--- src/rtl/ahb_pkg.sv ---
// ---------------------------------------------------------------------------
// ahb_pkg
//   Shared AHB-Lite encodings and the master FSM state type.
//   Contents:
//     htrans_t        HTRANS encodings (IDLE/BUSY/NONSEQ/SEQ)
//     HBURST_*        HBURST encodings used by the master (SINGLE, INCR4)
//     HSIZE_64        64-bit transfer size
//     HPROT_DATA      privileged, non-cacheable data access
//     mst_state_t     master FSM states
//     next_beat_addr  address increment between 64-bit beats
// ---------------------------------------------------------------------------
package ahb_pkg;

  typedef enum logic [1:0] {
    HT_IDLE   = 2'b00,
    HT_BUSY   = 2'b01,
    HT_NONSEQ = 2'b10,
    HT_SEQ    = 2'b11
  } htrans_t;

  localparam logic [2:0] HBURST_SINGLE = 3'b000;
  localparam logic [2:0] HBURST_INCR4  = 3'b011;
  localparam logic [2:0] HSIZE_64      = 3'b011;
  localparam logic [3:0] HPROT_DATA    = 4'b0011;

  typedef enum logic [1:0] {
    ST_IDLE = 2'b00,
    ST_ADDR = 2'b01,
    ST_DATA = 2'b10,
    ST_ERR  = 2'b11
  } mst_state_t;

  localparam logic [31:0] BEAT_BYTES = 32'd8;

  function automatic logic [31:0] next_beat_addr(input logic [31:0] addr);
    return addr + BEAT_BYTES;
  endfunction

endpackage

--- src/rtl/ahb_master_wbuf.sv ---
// ---------------------------------------------------------------------------
// ahb_master_wbuf
//   4 x 64-bit write-data buffer feeding HWDATA. Contents are not reset.
//   Ports:
//     HCLK   in   clock
//     we     in   write enable (synchronous write)
//     widx   in   write entry index
//     wdata  in   write data
//     ridx   in   read entry index
//     rdata  out  read data (combinational)
// ---------------------------------------------------------------------------
module ahb_master_wbuf (
  input  logic        HCLK,
  input  logic        we,
  input  logic [1:0]  widx,
  input  logic [63:0] wdata,
  input  logic [1:0]  ridx,
  output logic [63:0] rdata
);

  logic [63:0] mem [4];

  always_ff @(posedge HCLK) begin
    if (we) begin
      mem[widx] <= wdata;
    end
  end

  // A write to the entry currently being read shows up after the edge.
  assign rdata = mem[ridx];

endmodule

--- src/rtl/ahb_lite_master.sv ---
// ---------------------------------------------------------------------------
// ahb_lite_master
//   Single-command AHB-Lite master issuing 64-bit SINGLE or INCR4 transfers
//   with pipelined address/data phases.
//   Optional feature macro: AHB_MASTER_LOCK_EN (adds cmd_lock, drives
//   HMASTLOCK for the whole command).
//   Ports:
//     HCLK, HRESET                      clock, async active-high reset
//     cmd_valid/cmd_ready               command handshake
//     cmd_write, cmd_burst4, cmd_addr   command fields (8-byte aligned addr)
//     cmd_lock                          locked command (macro only)
//     wbuf_we, wbuf_idx, wbuf_data      write-buffer load port
//     rd_valid, rd_idx, rd_data         read beat output
//     done, err                         completion pulse and error flag
//     HADDR..HWDATA                     AHB master outputs
//     HREADY, HRESP, HRDATA             AHB slave responses
// ---------------------------------------------------------------------------
module ahb_lite_master
  import ahb_pkg::*;
#(
  parameter int BEATS_MAX = 4
) (
  input  logic        HCLK,
  input  logic        HRESET,
  input  logic        cmd_valid,
  output logic        cmd_ready,
  input  logic        cmd_write,
  input  logic        cmd_burst4,
  input  logic [31:0] cmd_addr,
`ifdef AHB_MASTER_LOCK_EN
  input  logic        cmd_lock,
`endif
  input  logic        wbuf_we,
  input  logic [1:0]  wbuf_idx,
  input  logic [63:0] wbuf_data,
  output logic        rd_valid,
  output logic [1:0]  rd_idx,
  output logic [63:0] rd_data,
  output logic        done,
  output logic        err,
  output logic [31:0] HADDR,
  output logic [1:0]  HTRANS,
  output logic        HWRITE,
  output logic [2:0]  HSIZE,
  output logic [2:0]  HBURST,
  output logic [3:0]  HPROT,
  output logic        HMASTLOCK,
  output logic [63:0] HWDATA,
  input  logic        HREADY,
  input  logic        HRESP,
  input  logic [63:0] HRDATA
);

  mst_state_t  state_reg, state_next;
  htrans_t     htrans_reg, htrans_next;
  logic [31:0] haddr_reg, haddr_next;
  logic        hwrite_reg, hwrite_next;
  logic        burst4_reg, burst4_next;
  logic [1:0]  addr_beat_reg, addr_beat_next;   // beat in address phase
  logic [1:0]  data_beat_reg, data_beat_next;   // beat in data phase
  logic        rd_valid_reg, rd_valid_next;
  logic [1:0]  rd_idx_reg, rd_idx_next;
  logic [63:0] rd_data_reg, rd_data_next;
  logic        done_reg, done_next;
  logic        err_reg, err_next;
  logic        ready_reg, ready_next;

  logic [63:0] wbuf_rdata;
  logic [1:0]  last_beat;
  logic        accept;
  logic        burst_ok;

  // Next address phase once the current one is accepted.
  htrans_t     step_htrans;
  logic [31:0] step_haddr;
  logic [1:0]  step_beat;

  ahb_master_wbuf u_wbuf (
    .HCLK  (HCLK),
    .we    (wbuf_we),
    .widx  (wbuf_idx),
    .wdata (wbuf_data),
    .ridx  (data_beat_reg),
    .rdata (wbuf_rdata)
  );

  assign accept    = cmd_valid && ready_reg;
  assign burst_ok  = (BEATS_MAX == 4) && cmd_burst4;
  assign last_beat = burst4_reg ? 2'd3 : 2'd0;

  always_comb begin
    step_htrans = HT_SEQ;
    step_haddr  = next_beat_addr(haddr_reg);
    step_beat   = addr_beat_reg + 2'd1;
    if (addr_beat_reg == last_beat) begin
      step_htrans = HT_IDLE;
      step_haddr  = haddr_reg;
      step_beat   = addr_beat_reg;
    end
  end

  always_ff @(posedge HCLK or posedge HRESET) begin
    if (HRESET) begin
      state_reg     <= ST_IDLE;
      htrans_reg    <= HT_IDLE;
      haddr_reg     <= '0;
      hwrite_reg    <= 1'b0;
      burst4_reg    <= 1'b0;
      addr_beat_reg <= '0;
      data_beat_reg <= '0;
      rd_valid_reg  <= 1'b0;
      rd_idx_reg    <= '0;
      rd_data_reg   <= '0;
      done_reg      <= 1'b0;
      err_reg       <= 1'b0;
      ready_reg     <= 1'b0;
    end else begin
      state_reg     <= state_next;
      htrans_reg    <= htrans_next;
      haddr_reg     <= haddr_next;
      hwrite_reg    <= hwrite_next;
      burst4_reg    <= burst4_next;
      addr_beat_reg <= addr_beat_next;
      data_beat_reg <= data_beat_next;
      rd_valid_reg  <= rd_valid_next;
      rd_idx_reg    <= rd_idx_next;
      rd_data_reg   <= rd_data_next;
      done_reg      <= done_next;
      err_reg       <= err_next;
      ready_reg     <= ready_next;
    end
  end

  always_comb begin
    state_next     = state_reg;
    htrans_next    = htrans_reg;
    haddr_next     = haddr_reg;
    hwrite_next    = hwrite_reg;
    burst4_next    = burst4_reg;
    addr_beat_next = addr_beat_reg;
    data_beat_next = data_beat_reg;
    rd_valid_next  = 1'b0;
    rd_idx_next    = rd_idx_reg;
    rd_data_next   = rd_data_reg;
    done_next      = 1'b0;
    err_next       = 1'b0;

    case (state_reg)
      ST_IDLE: begin
        if (accept) begin
          state_next     = ST_ADDR;
          htrans_next    = HT_NONSEQ;
          haddr_next     = cmd_addr;
          hwrite_next    = cmd_write;
          burst4_next    = burst_ok;
          addr_beat_next = 2'd0;
          data_beat_next = 2'd0;
        end
      end
      ST_ADDR: begin
        // First address phase: no data phase is outstanding yet.
        if (HREADY) begin
          state_next     = ST_DATA;
          data_beat_next = addr_beat_reg;
          htrans_next    = step_htrans;
          haddr_next     = step_haddr;
          addr_beat_next = step_beat;
        end
      end
      ST_DATA: begin
        if (HRESP) begin
          // Cancel any pending address phase on the first error cycle.
          htrans_next = HT_IDLE;
          if (HREADY) begin
            done_next  = 1'b1;
            err_next   = 1'b1;
            state_next = ST_IDLE;
          end else begin
            state_next = ST_ERR;
          end
        end else if (HREADY) begin
          if (!hwrite_reg) begin
            rd_valid_next = 1'b1;
            rd_idx_next   = data_beat_reg;
            rd_data_next  = HRDATA;
          end
          if (data_beat_reg == last_beat) begin
            done_next   = 1'b1;
            state_next  = ST_IDLE;
            htrans_next = HT_IDLE;
          end else begin
            // The overlapping address phase completes with this data phase.
            data_beat_next = addr_beat_reg;
            htrans_next    = step_htrans;
            haddr_next     = step_haddr;
            addr_beat_next = step_beat;
          end
        end
      end
      ST_ERR: begin
        htrans_next = HT_IDLE;
        if (HREADY) begin
          done_next  = 1'b1;
          err_next   = 1'b1;
          state_next = ST_IDLE;
        end
      end
      default: state_next = ST_IDLE;
    endcase

    // Hold off acceptance during the done cycle.
    ready_next = (state_next == ST_IDLE) && !done_next;
  end

`ifdef AHB_MASTER_LOCK_EN
  logic lock_reg;

  always_ff @(posedge HCLK or posedge HRESET) begin
    if (HRESET) begin
      lock_reg <= 1'b0;
    end else if (accept) begin
      lock_reg <= cmd_lock;
    end
  end

  assign HMASTLOCK = lock_reg && (state_reg != ST_IDLE);
`else
  assign HMASTLOCK = 1'b0;
`endif

  assign cmd_ready = ready_reg;
  assign rd_valid  = rd_valid_reg;
  assign rd_idx    = rd_idx_reg;
  assign rd_data   = rd_data_reg;
  assign done      = done_reg;
  assign err       = err_reg;
  assign HADDR     = haddr_reg;
  assign HTRANS    = htrans_reg;
  assign HWRITE    = hwrite_reg;
  assign HSIZE     = HSIZE_64;
  assign HBURST    = burst4_reg ? HBURST_INCR4 : HBURST_SINGLE;
  assign HPROT     = HPROT_DATA;
  assign HWDATA    = (hwrite_reg && (state_reg == ST_DATA || state_reg == ST_ERR))
                     ? wbuf_rdata : 64'd0;

endmodule

--- config.mk ---
export PLATFORM = sky130hd
export DESIGN_NAME = ahb_lite_master
export DESIGN_NICKNAME = d
export VERILOG_FILES = /design/src/rtl/ahb_pkg.sv /design/src/rtl/ahb_master_wbuf.sv /design/src/rtl/ahb_lite_master.sv
export SDC_FILE = /design/constraint.sdc
export NUM_CORES = 1
export LEC_CHECK = 0
export BUFFER_PORTS_ARGS = -buffer_cell sky130_fd_sc_hd__buf_2
export CORE_MARGIN = 2
export CORE_UTILIZATION = 45
export CTS_CLUSTER_SIZE = 20
export DETAILED_ROUTE_END_ITERATION = 10
export GPL_ROUTABILITY_DRIVEN = 0
export PLACE_DENSITY_LB_ADDON = 0.3
export SYNTH_ARGS = -nofsm -noshare
export SYNTH_HDL_FRONTEND = slang
export SYNTH_SLANG_ARGS = --single-unit
--- constraint.sdc ---
create_clock -name HCLK -period 4 [get_ports HCLK]
set_input_delay 0.8 -clock HCLK [delete_from_list [all_inputs] [get_ports HCLK]]
set_output_delay 0.8 -clock HCLK [all_outputs]
set_load 0.03 [all_outputs]
# After elaboration in Yosys (flattened, before gate mapping)
# Memory sizes are Yosys's and may differ from the RTL's.
# Cells that the tools add are included.
# word_totals
word_cells	91
out_inout_bits	180
regBits	112
ramBits	256
mem_count	1
# mem_list
memory	words	word_bits	rd	rd_ports_with_merged_regs	write_ports	line	text
u_wbuf.mem	4	64	1	0	1	ahb_master_wbuf.sv:21	logic [63:0] mem [4];
# classes
n_addsub	2
reduce_logical	12
bitwise	2
n_mux	50
n_eq_ne	11
# op_table
cell	n
$mux W32	6
$pmux W32 S3	1
$mux W64	1
$mux W2	25
$add A32 B4 Y32 const B	1
$pmux W2 S4	2
$pmux W2 S3	2
$mux W1	11
$ne A2 B2 Y1 const B	5
$reduce_and A6 Y1	1
$eq A2 B2 Y1	2
$eq A2 B2 Y1 const B	2
$logic_not A2 Y1	2
$pmux W1 S2	2
$reduce_and A4 Y1	1
$logic_and A1 B1 Y1	3
$ne A3 B3 Y1 const B	1
$reduce_and A3 Y1	1
$reduce_bool A3 Y1	1
$add A2 B1 Y2 const B	1
$eq A2 B1 Y1 const B	1
$not A1 Y1	2
$reduce_and A2 Y1	1
$logic_not A1 Y1	1
$logic_or A1 B1 Y1	1

# Depth between registers and ports, before layout
# logic_depth
word_depth	8
depth_mapped	9
mapped_depth_nobuf	7

# Cells and area by module
# A second synthesis with hierarchy kept.
# unflattened
hier_cells	872
hier_area_um2	15050.7
# by_module_without_submodules
module	n_inst	seq_area_each_um2	cells_per_inst	area_per_inst_um2
ahb_master_wbuf	1	7687.4	338	9341.5
ahb_lite_master	1	2802.7	534	5709.2

# Worst setup path before layout
# OpenSTA, ideal clock, no wires.
# synth_path
path_kind	in2reg
from	input port wbuf_idx[0]
to	memory u_wbuf.mem[0][0] (enable)
t_arrival_ns	5.502
setup_slack_ns	-2.081
required_time_ns	3.421
setup_ns	0.579
stages	1
path_buffers	0
path_cell_list	nor3b_1
# synth_rtl
item	line	text
start, declared	ahb_lite_master.sv:34	input logic [1:0] wbuf_idx,
end, declared	ahb_master_wbuf.sv:21	
# Straight into the memory's write port.

# Worst setup path in the final report
# layout_path
from	register data_beat_reg[0]
to	output port HWDATA[38]
# layout_via
elab_chain_len	2
# layout_lines
item	line	text
start, declared	ahb_lite_master.sv:60	logic [1:0] data_beat_reg, data_beat_next;
start signal, assigned	ahb_lite_master.sv:124	data_beat_reg <= data_beat_next;
$mem_v2 Z4 W64	-	
$mux W64	ahb_lite_master.sv:244	? wbuf_rdata : 64'd0;
end, declared	ahb_lite_master.sv:48	output logic [63:0] HWDATA,
# Every way passes these cells.

==> impl_metrics.py <==
metrics = {
    "worst_setup_path": {
        "arrival_ns": 2.71,
        "worst_setup_path_end_kind": "primary output",
        "cp_slowest_cell": "dfrtp_4",
        "cp_cell_sequence": "buf_4 -> mux4_2 -> nor2b_1 -> buf_2",
        "worstPathRequired_ns": 3.20,
        "critical_path_class": "reg -> out",
        "max_stage_delay_ns": 0.94,
        "crit_fanout": 40,
        "startpoint_type": "flip-flop",
    },
    "routing": {
        "routed_wl_um": 33600,
        "drt-initial-drc-count": 500,
        "first_pass_iters": 5,
        "wl_per_cell_um": 19.7,
        "drc": 0,
        "num_vias": 8999,
        "final_antenna_net_count": 0,
        "vias_per_cell": 5.27,
    },
    "floorplan": {
        "fp.dieArea_um2": 34600,
        "fp.dieW_um": 186,
        "rows": 66,
        "coreArea_um2": 32600,
        "pin_count": 350,
        "die_h_um": 186,
        "start_util": 0.457,
    },
    "final_layout": {
        "syn2layout_area_growth_pct": 23.7,
        "largest_register_ffs": 256,
        "nets": 1406,
        "drive_gt1_frac": 0.443,
        "stdcell_count": 1706,
    },
    "timing": {
        "worstMarginPinSlew_ns": 0.936,
        "setup_viol": 0,
        "hold_viol_final": 0,
        "fin_worst_skew_ns": 0.00741,
        "tns_ns": 0,
        "slew_headroom": 0.375,
        "rsz0062_at_grt": "no",
        "timing.fmax_mhz": 285,
        "finalCritPeriodShare": 0.877,
        "report.final.slew_viol_count": 0,
        "period_minus_slack_ns": 3.51,
    },
    "logic_synthesis": {
        "synth_edf_count": 256,
        "synth_area_um2": 14900,
        "syn-instance-count": 876,
        "async_flop_share": 0.304,
        "ys.flop_type": "edfxtp_1",
        "yosysUniqueCellTypes": 50,
        "netlist.area_leader.share": 0.515,
        "synthTopCellsByArea": "edfxtp_1, dfrtp_1, mux4_2",
        "synth_area_per_cell_um2": 17.0,
        "yosysSeqAreaShare": 0.703,
        "synth_commonest_cells": "edfxtp_1, dfrtp_1, nor2b_1, mux4_2, mux2_2",
        "ys_ff_latch": 368,
        "yosys.area.top_type": "edfxtp_1",
        "synth.most_common_cell": "edfxtp_1",
        "yosys_warnings": 0,
    },
    "global_routing": {
        "antenna_found_initial": 10,
        "grtUsageTotal": 0.190,
        "grt_max_degree": 68,
        "gr-total-overflow": 0,
        "grt_pass1_vias": 8967,
        "grt_pass1_wl_um": 49700,
    },
    "clocking": {
        "hold_buffers": 0,
        "htreeDepth": 2,
        "insertion_delay_ns": 0.51,
        "cts-root-buf": "clkbuf_16",
        "cts_tree": "yes",
        "cts_resized": 0,
        "ctsLongestPathBuffers": 3,
        "path_clk_slew_ns": 0.06,
        "cts_buffers": 38,
        "clock-sinks": 368,
        "post_cts_buffers": 0,
    },
    "power": {
        "power_density_nw_per_um2": 712,
        "p_leak_nw": 7.31,
        "ir_drop_v": 0.000557,
    },
    "min_path": {
        "hp-class": "in -> async",
    },
    "status": {
        "status": "complete, no violations",
    },
    "placement": {
        "dp.cells": 1632,
        "portBuffers": 340,
        "dp_hpwl_um": 22600,
    },
    "run": {
        "drv_cap": 0,
    },
}
-- final cells by class --
cell class                 instances  area [µm²]
clock inverter                    17         181
tap                              442         553
fill                            2575       14200
antenna                            6        15.0
sequential                       368       10500
timing repair buffer             364        1920
inverter                           9        36.3
multi-input combinational        449        4180
clock buffer                      51        1060
-- kinds of logic (layout without fill, tap and decap cells) --
kind of cell               Yosys count  count (layout)  share of synthesized area
muxes                              135             135                      0.150
DFF                                368             368                      0.703
and+or+nand+nor                    186             186                     0.0724
other                                2              15                   0.000503
buffers and inverters               66             441                     0.0215
adders and majority gates            6               6                    0.00503
AOI/OAI and AO/OA                  113             113                     0.0473
-- stage by stage --
stage               worst slack [ns]  instance area [µm²]  hold slack [ns]  power (mW)  utilization
finish                         0.493                18400            0.459        13.1        0.565
global route                   0.297                18400            0.480        13.8        0.565
CTS                            0.395                18400            0.456        13.3        0.565
detailed placement             0.974                17200            0.469        9.75        0.527
global placement               0.983                17200            0.461        9.67        0.527
floorplan                      0.218                15000            0.482        8.44            -
-- critical path: cells and delay by family (launching register included) --
family | cells | cell delay (ns)
flops | 1 | 0.94
buf+inv | 2 | 0.54
simple gates | 1 | 0.16
mux | 1 | 0.52
-- cells in the final DEF, fill, tap and decap left out, types with 7 or more instances in the layout --
cell type	count
buf_2	340
edfxtp_1	256
dfrtp_1	110
nor2b_1	69
mux4_2	64
mux2_2	62
clkbuf_16	40
nand2_1	35
a21oi_1	34
nand3_1	23
o21ai_0	22
buf_4	21
a2bb2oi_1	15
o22ai_1	13
nand4_1	10
o31ai_1	9
conb_1	9
clkbuf_1	9
inv_1	8
clkinv_1	8
mux2_1	7
and3_1	7
o21ai_1	7
-- routing by layer --
metal | global-route usage | up-vias | share of wire
met5 | 0 | - | 0.0022
met4 | 0.0624 | 12 | 0.029
met3 | 0.0569 | 85 | 0.087
met2 | 0.323 | 353 | 0.49
met1 | 0.232 | 4434 | 0.39
li1 | - | 4115 | -
-- power by group --
| part | total (mW) | internal, mW | switching (mW) | leakage [nW] |
|---|---|---|---|---|
| clock network | 3.50 | 2.12 | 1.38 | 0.603 |
| logic | 4.37 | 1.68 | 2.69 | 2.96 |
| registers | 5.26 | 4.72 | 0.545 | 3.75 |
| total | 13.1 | 8.51 | 4.62 | 7.31 |
-- worst paths after layout --
kind                            cells past startpoint  slack (ns)                         start                 endpoint
worst max-delay path                                4        0.49  data_beat_reg[0]$_DFFE_PP0P_               HWDATA[38]
worst min-delay path                                2        0.46                        HRESET  rd_data[35]$_DFFE_PP0P_
worst max register to register                      6        1.36        state_reg[0]$_DFF_PP0_  rd_data[51]$_DFFE_PP0P_
worst min register to register                      1        0.48       rd_data[17]$_DFFE_PP0P_  rd_data[17]$_DFFE_PP0P_
max in group asynchronous                           3        2.70                        HRESET    HADDR[19]$_DFFE_PP0P_
min in group HCLK                                   1        0.48       rd_data[17]$_DFFE_PP0P_  rd_data[17]$_DFFE_PP0P_
(Power assumes the default switching activity.)
